**src/rtl/aritmetica_serie.sv**
```systemverilog
// Chunk-serial adder/subtractor: WIDTH-bit operands processed CHUNK bits per cycle, LSB first.
// Subtraction support is compiled in only when ARIT_SUB_EN is defined; otherwise op is ignored.
module aritmetica_serie #(
    parameter int WIDTH = 12,
    parameter int CHUNK = 4
) (
    input  logic             clk,
    input  logic             rst,
    input  logic [WIDTH-1:0] num1,
    input  logic [WIDTH-1:0] num2,
    input  logic             op,
    input  logic             start,
    output logic             busy,
    output logic             done,
    output logic [WIDTH:0]   resultado
);

    localparam int K  = WIDTH / CHUNK;
    localparam int CW = (K > 1) ? $clog2(K) : 1;
    localparam logic [CW-1:0] LAST = CW'(K - 1);

    typedef enum logic [1:0] {IDLE, CALC, DONE} state_t;

    state_t           state_q, state_d;
    logic             start_q;
    logic             trigger;
    logic [WIDTH-1:0] a_q, a_d;
    logic [WIDTH-1:0] b_q, b_d;
    logic [WIDTH-1:0] sum_q, sum_d;
    logic [CW-1:0]    cnt_q, cnt_d;
    logic             carry_q, carry_d;
    logic             busy_d, done_d;
    logic [WIDTH:0]   res_d;
    logic [CHUNK-1:0] a_sl, b_sl, b_eff;
    logic [CHUNK:0]   part;
    logic             fin;
    int               base;

`ifdef ARIT_SUB_EN
    logic             op_q, op_d;
`else
    logic             unused_op;
    assign unused_op = op;
`endif

    always_comb begin
        state_d = state_q;
        a_d     = a_q;
        b_d     = b_q;
        sum_d   = sum_q;
        cnt_d   = cnt_q;
        carry_d = carry_q;
        busy_d  = busy;
        done_d  = done;
        res_d   = resultado;
`ifdef ARIT_SUB_EN
        op_d    = op_q;
`endif
        trigger = start & ~start_q;

        base  = int'(cnt_q) * CHUNK;
        a_sl  = a_q[base +: CHUNK];
        b_sl  = b_q[base +: CHUNK];
`ifdef ARIT_SUB_EN
        // Subtraction is A + ~B + 1; the +1 enters as the initial carry
        b_eff = op_q ? ~b_sl : b_sl;
`else
        b_eff = b_sl;
`endif
        part  = {1'b0, a_sl} + {1'b0, b_eff} + {{CHUNK{1'b0}}, carry_q};
`ifdef ARIT_SUB_EN
        fin   = op_q ? ~part[CHUNK] : part[CHUNK];
`else
        fin   = part[CHUNK];
`endif

        case (state_q)
            IDLE: begin
                busy_d = 1'b0;
                done_d = 1'b0;
                if (trigger) begin
                    a_d     = num1;
                    b_d     = num2;
                    cnt_d   = '0;
`ifdef ARIT_SUB_EN
                    op_d    = op;
                    carry_d = op;
`else
                    carry_d = 1'b0;
`endif
                    busy_d  = 1'b1;
                    state_d = CALC;
                end
            end
            CALC: begin
                sum_d[base +: CHUNK] = part[CHUNK-1:0];
                carry_d = part[CHUNK];
                cnt_d   = cnt_q + 1'b1;
                if (cnt_q == LAST) begin
                    res_d   = {fin, sum_d};
                    done_d  = 1'b1;
                    busy_d  = 1'b0;
                    cnt_d   = '0;
                    state_d = DONE;
                end
            end
            DONE: begin
                done_d  = 1'b0;
                state_d = IDLE;
            end
            default: begin
                state_d = IDLE;
            end
        endcase
    end

    // start_q resets high so a start held across reset release is not an edge
    always_ff @(posedge clk or negedge rst) begin
        if (!rst) begin
            state_q   <= IDLE;
            start_q   <= 1'b1;
            a_q       <= '0;
            b_q       <= '0;
            sum_q     <= '0;
            cnt_q     <= '0;
            carry_q   <= 1'b0;
            busy      <= 1'b0;
            done      <= 1'b0;
            resultado <= '0;
`ifdef ARIT_SUB_EN
            op_q      <= 1'b0;
`endif
        end else begin
            state_q   <= state_d;
            start_q   <= start;
            a_q       <= a_d;
            b_q       <= b_d;
            sum_q     <= sum_d;
            cnt_q     <= cnt_d;
            carry_q   <= carry_d;
            busy      <= busy_d;
            done      <= done_d;
            resultado <= res_d;
`ifdef ARIT_SUB_EN
            op_q      <= op_d;
`endif
        end
    end

endmodule

```
**config.mk**
```make
export PLATFORM = sky130hd
export DESIGN_NAME = aritmetica_serie
export DESIGN_NICKNAME = d
export VERILOG_FILES = /design/src/rtl/aritmetica_serie.sv
export SDC_FILE = /design/constraint.sdc
export NUM_CORES = 1
export LEC_CHECK = 0
export BUFFER_PORTS_ARGS = -buffer_cell sky130_fd_sc_hd__buf_2
export CAP_MARGIN = 20
export CORE_UTILIZATION = 53
export CTS_CLUSTER_SIZE = 24
export DETAILED_ROUTE_END_ITERATION = 8
export HOLD_SLACK_MARGIN = 0.06
export PLACE_DENSITY = 0.77
export SLEW_MARGIN = 20
export SYNTH_ARGS = -nofsm -noshare
export SYNTH_HDL_FRONTEND = slang
export SYNTH_SLANG_ARGS = --single-unit
export TNS_END_PERCENT = 100
```
**constraint.sdc**
```tcl
create_clock -name clk -period 4.6 [get_ports clk]
set_clock_uncertainty 0.15 [all_clocks]
set_input_delay 0.92 -clock clk [delete_from_list [all_inputs] [get_ports clk]]
set_output_delay 0.92 -clock clk [all_outputs]
set_load 0.005 [all_outputs]
```
==> run_summary.xml <==
<?xml version="1.0" encoding="UTF-8"?>
<metrics>
  <group name="setup_path">
    <metric name="required" unit="ns">4.71</metric>
    <metric name="worstSetupStartpointType" unit="">flip-flop</metric>
    <metric name="regToRegSetupSlack" unit="ns">1.23</metric>
    <metric name="crit_path_end_kind" unit="">flip-flop</metric>
    <metric name="critical_path.max_fanout" unit="">12</metric>
    <metric name="worst-setup-path-type" unit="">reg2reg</metric>
    <metric name="source_of_the_worst_register_to_register_timing_path" unit="">cnt_q[0]</metric>
    <metric name="r2r-end" unit="">resultado[6]</metric>
    <metric name="r2r.worst_path.cells" unit="">10</metric>
    <metric name="timing.critical_path.arrival" unit="ns">3.48</metric>
  </group>
  <group name="floorplanning">
    <metric name="design.die.area" unit="um^2">5343</metric>
    <metric name="std_cell_core_area" unit="um^2">4786</metric>
    <metric name="placementRows" unit="">25</metric>
    <metric name="initial_utilization" unit="">0.5597</metric>
    <metric name="floorplan_die_height" unit="um">73.10</metric>
    <metric name="ioPinCount" unit="">43</metric>
    <metric name="fp.dieW" unit="um">73.10</metric>
  </group>
  <group name="hold_path">
    <metric name="timing.hold.worst_path_depth" unit="">2</metric>
    <metric name="worst_hold_path.endpoint" unit="">a_q[0]</metric>
    <metric name="worst_min_path_class" unit="">reg2reg</metric>
    <metric name="min_from" unit="">a_q[0]</metric>
  </group>
  <group name="synthesis">
    <metric name="number_of_enable_type_register_cells_in_the_synthesized_netlist" unit="">0</metric>
    <metric name="synth-seq-cells" unit="">57</metric>
    <metric name="ys_warn_count" unit="">0</metric>
    <metric name="netlist_area" unit="um^2">2679</metric>
    <metric name="synthesis.nets" unit="">304</metric>
    <metric name="yosys.cell_types.count" unit="">32</metric>
    <metric name="syn-instance-count" unit="">266</metric>
    <metric name="synth_sequential_area_ratio" unit="">0.5329</metric>
    <metric name="synth-async-reset-ratio" unit="">1.000</metric>
    <metric name="synthFlopType" unit="">dfrtp_1</metric>
    <metric name="avg_synthesized_cell_area" unit="um^2">10.07</metric>
  </group>
  <group name="route">
    <metric name="drt_pass1_iterations" unit="">4</metric>
    <metric name="dr.first_iter.drc_count" unit="">68</metric>
    <metric name="avg_wl_per_cell" unit="um">13.13</metric>
    <metric name="remaining_drc_errors" unit="">0</metric>
    <metric name="antenna_left" unit="">0</metric>
    <metric name="num_vias" unit="">1987</metric>
    <metric name="post_drt_via_cell_ratio" unit="">5.202</metric>
    <metric name="wirelength" unit="um">5017</metric>
  </group>
  <group name="status">
    <metric name="status" unit="">complete, no violations</metric>
  </group>
  <group name="timing">
    <metric name="worst_slack" unit="ns">1.233</metric>
    <metric name="period_share" unit="">0.7319</metric>
    <metric name="worstMarginPinSlew" unit="ns">0.8558</metric>
    <metric name="finalHoldViolations" unit="">0</metric>
    <metric name="final_number_of_setup_violating_endpoints" unit="">0</metric>
    <metric name="unrepaired_setup_endpoints_after_global_routing" unit="">no</metric>
    <metric name="setup_total_negative_slack" unit="ns">0</metric>
    <metric name="relSlewSlack" unit="">0.4295</metric>
    <metric name="timing.fmax" unit="MHz">297.0</metric>
    <metric name="drv_slew" unit="">0</metric>
    <metric name="finalWorstPathRequiredPeriod" unit="ns">3.367</metric>
  </group>
  <group name="placed_design">
    <metric name="post-place-ws" unit="ns">1.224</metric>
    <metric name="dpl.cell_count" unit="">366</metric>
    <metric name="place_congestion" unit="">0.8009</metric>
    <metric name="place.detailed.hpwl" unit="um">3489</metric>
    <metric name="port_buffers" unit="">41</metric>
  </group>
  <group name="cts">
    <metric name="post_cts.repair.setup_buffers" unit="">0</metric>
    <metric name="clock_pin_slew_of_the_registers_on_the_worst_case_setup_and_hold_paths" unit="ns">0.06</metric>
    <metric name="cts_hold_buffers" unit="">0</metric>
    <metric name="tritoncts_num_sinks" unit="">57</metric>
    <metric name="clk-insertion-delay-late" unit="ns">0.33</metric>
    <metric name="cts-resized-gates" unit="">0</metric>
    <metric name="cts_tree" unit="">built</metric>
    <metric name="cts_inserted_buffers" unit="">9</metric>
    <metric name="cts.htree.levels" unit="">3</metric>
    <metric name="ctsLongestPathBuffers" unit="">2</metric>
    <metric name="cts-root-buf" unit="">clkbuf_8</metric>
  </group>
  <group name="layout">
    <metric name="final_common_cell" unit="">nand2_1</metric>
    <metric name="layout-area-overhead-vs-synth" unit="%">14.81</metric>
    <metric name="most-common-layout-cells" unit="">nand2_1 (85), dfrtp_1 (56), buf_2 (41)</metric>
    <metric name="utilization" unit="">0.6426</metric>
    <metric name="instances_no_fill" unit="">382</metric>
    <metric name="final_nets" unit="">348</metric>
    <metric name="post_route_cells_drive_above_1_share" unit="">0.2063</metric>
    <metric name="insertedDiodeCount" unit="">0</metric>
    <metric name="fillerInstances" unit="">438</metric>
  </group>
  <group name="power">
    <metric name="pwr_density_cell" unit="nW/um^2">739.5</metric>
    <metric name="irDropWorstVdd" unit="mV">0.3803</metric>
    <metric name="power.leakage" unit="nW">1.587</metric>
  </group>
  <group name="global_route">
    <metric name="grt_first_pass_wirelength" unit="um">8763</metric>
    <metric name="via_count_of_the_first_global_routing_pass" unit="">2017</metric>
    <metric name="antenna_found_initial" unit="">0</metric>
    <metric name="global_route.usage.total" unit="">0.2200</metric>
    <metric name="grt-ovfl-total" unit="">0</metric>
    <metric name="maximum_number_of_pins_on_one_net_before_global_route_repair" unit="">58</metric>
  </group>
  <group name="job">
    <metric name="maxCapViolations" unit="">0</metric>
  </group>
</metrics>
[power by group]
group / internal (mW) / switching, mW / total, mW
registers: 0.728 / 0.153 / 0.880
clock network: 0.222 / 0.186 / 0.408
logic: 0.399 / 0.588 / 0.986
[Yosys cell counts (2+ instances only)]
| library cell | number | area, um^2 |
|---|---|---|
| nand2_1 | 85 | 319.1 |
| dfrtp_1 | 56 | 1401 |
| nor2_1 | 22 | 82.58 |
| o21ai_0 | 13 | 65.06 |
| a22o_1 | 12 | 105.1 |
| inv_1 | 10 | 37.54 |
| a221oi_1 | 8 | 70.07 |
| ha_1 | 8 | 100.1 |
| mux2i_1 | 8 | 80.08 |
| a21oi_1 | 6 | 30.03 |
| buf_2 | 5 | 25.02 |
| and2_1 | 4 | 25.02 |
| a32oi_1 | 3 | 26.28 |
| nor4b_4 | 3 | 71.32 |
| a21o_1 | 2 | 15.01 |
| buf_4 | 2 | 15.01 |
| buf_8 | 2 | 30.03 |
| fa_1 | 2 | 40.04 |
| o31ai_1 | 2 | 15.01 |
[per-layer routing]
layer / part of all wire / track usage / vias up
li1: - / - / 992
met1: 0.47 / 0.2624 / 946
met2: 0.49 / 0.3786 / 45
met3: 0.038 / 0.06768 / 4
met4: 0.0054 / 0.06972 / 0
met5: 0 / 0 / -
[per-stage QoR]
stage | total power, mW | hold slack [ns] | cell area [um^2]
final | 2.274 | 0.3201 | 3075
after global routing | 2.475 | 0.3525 | 3075
after CTS | 2.295 | 0.3269 | 3075
after detailed placement | 1.880 | 0.3122 | 2902
after global placement | 1.833 | 0.3080 | 2902
after floorplan | 1.591 | 0.2934 | 2679
[sequential cells by signal (all words and copies together) (netlist names)]
register,flops
busy,1
b_q,12
sum_q,12
start_q,1
a_q,12
cnt_q,2
state_q,2
carry_q,1
done,1
resultado,13
[how the worst max path moves through the flow]
stage	from	to	slack, ns	depth (start not counted)
final	cnt_q[0]	resultado[6]	1.23	10
after global routing	cnt_q[0]	resultado[2]	0.95	10
after CTS	cnt_q[0]	resultado[6]	1.19	10
after detailed placement	cnt_q[0]	resultado[6]	1.22	10
after global placement	cnt_q[0]	resultado[6]	1.30	10
after floorplan	cnt_q[1]	sum_q[11]	2.03	10
[cell families (layout without fill, tap and decap cells)]
logic type | after synthesis | after routing | share of synthesized area
AND/OR/NAND/NOR | 122 | 122 | 0.2111
flip-flops | 57 | 57 | 0.5329
AO/OA/AOI/OAI | 47 | 47 | 0.1247
buffers and inverters | 21 | 70 | 0.04577
adder cells (fa/ha/maj) | 10 | 10 | 0.05231
multiplexers | 8 | 8 | 0.02989
XOR/XNOR | 1 | 1 | 0.003270
[worst max-delay path, cell delays in order (launching register included)]
cell and delay (ns):
dfrtp_1 0.65, inv_1 0.25, nor2_1 0.48, nand2_1 0.10, o21ai_0 0.13, fa_1 0.23
inv_1 0.05, fa_1 0.40, xnor2_1 0.55, a221oi_1 0.18, nor2_1 0.12
[area by class of cell]
class | count | area (um^2) | share of cell area
clock buffers | 13 | 158.9 | 0.05167
clock inverters | 3 | 15.01 | 0.004882
inverters | 11 | 41.29 | 0.01343
multi-input cells | 188 | 1129 | 0.3670
flip-flops and latches | 57 | 1428 | 0.4642
well taps | 67 | 83.83 | 0.02726
repair buffers | 43 | 220.2 | 0.07160
(Power assumes the default switching activity.)
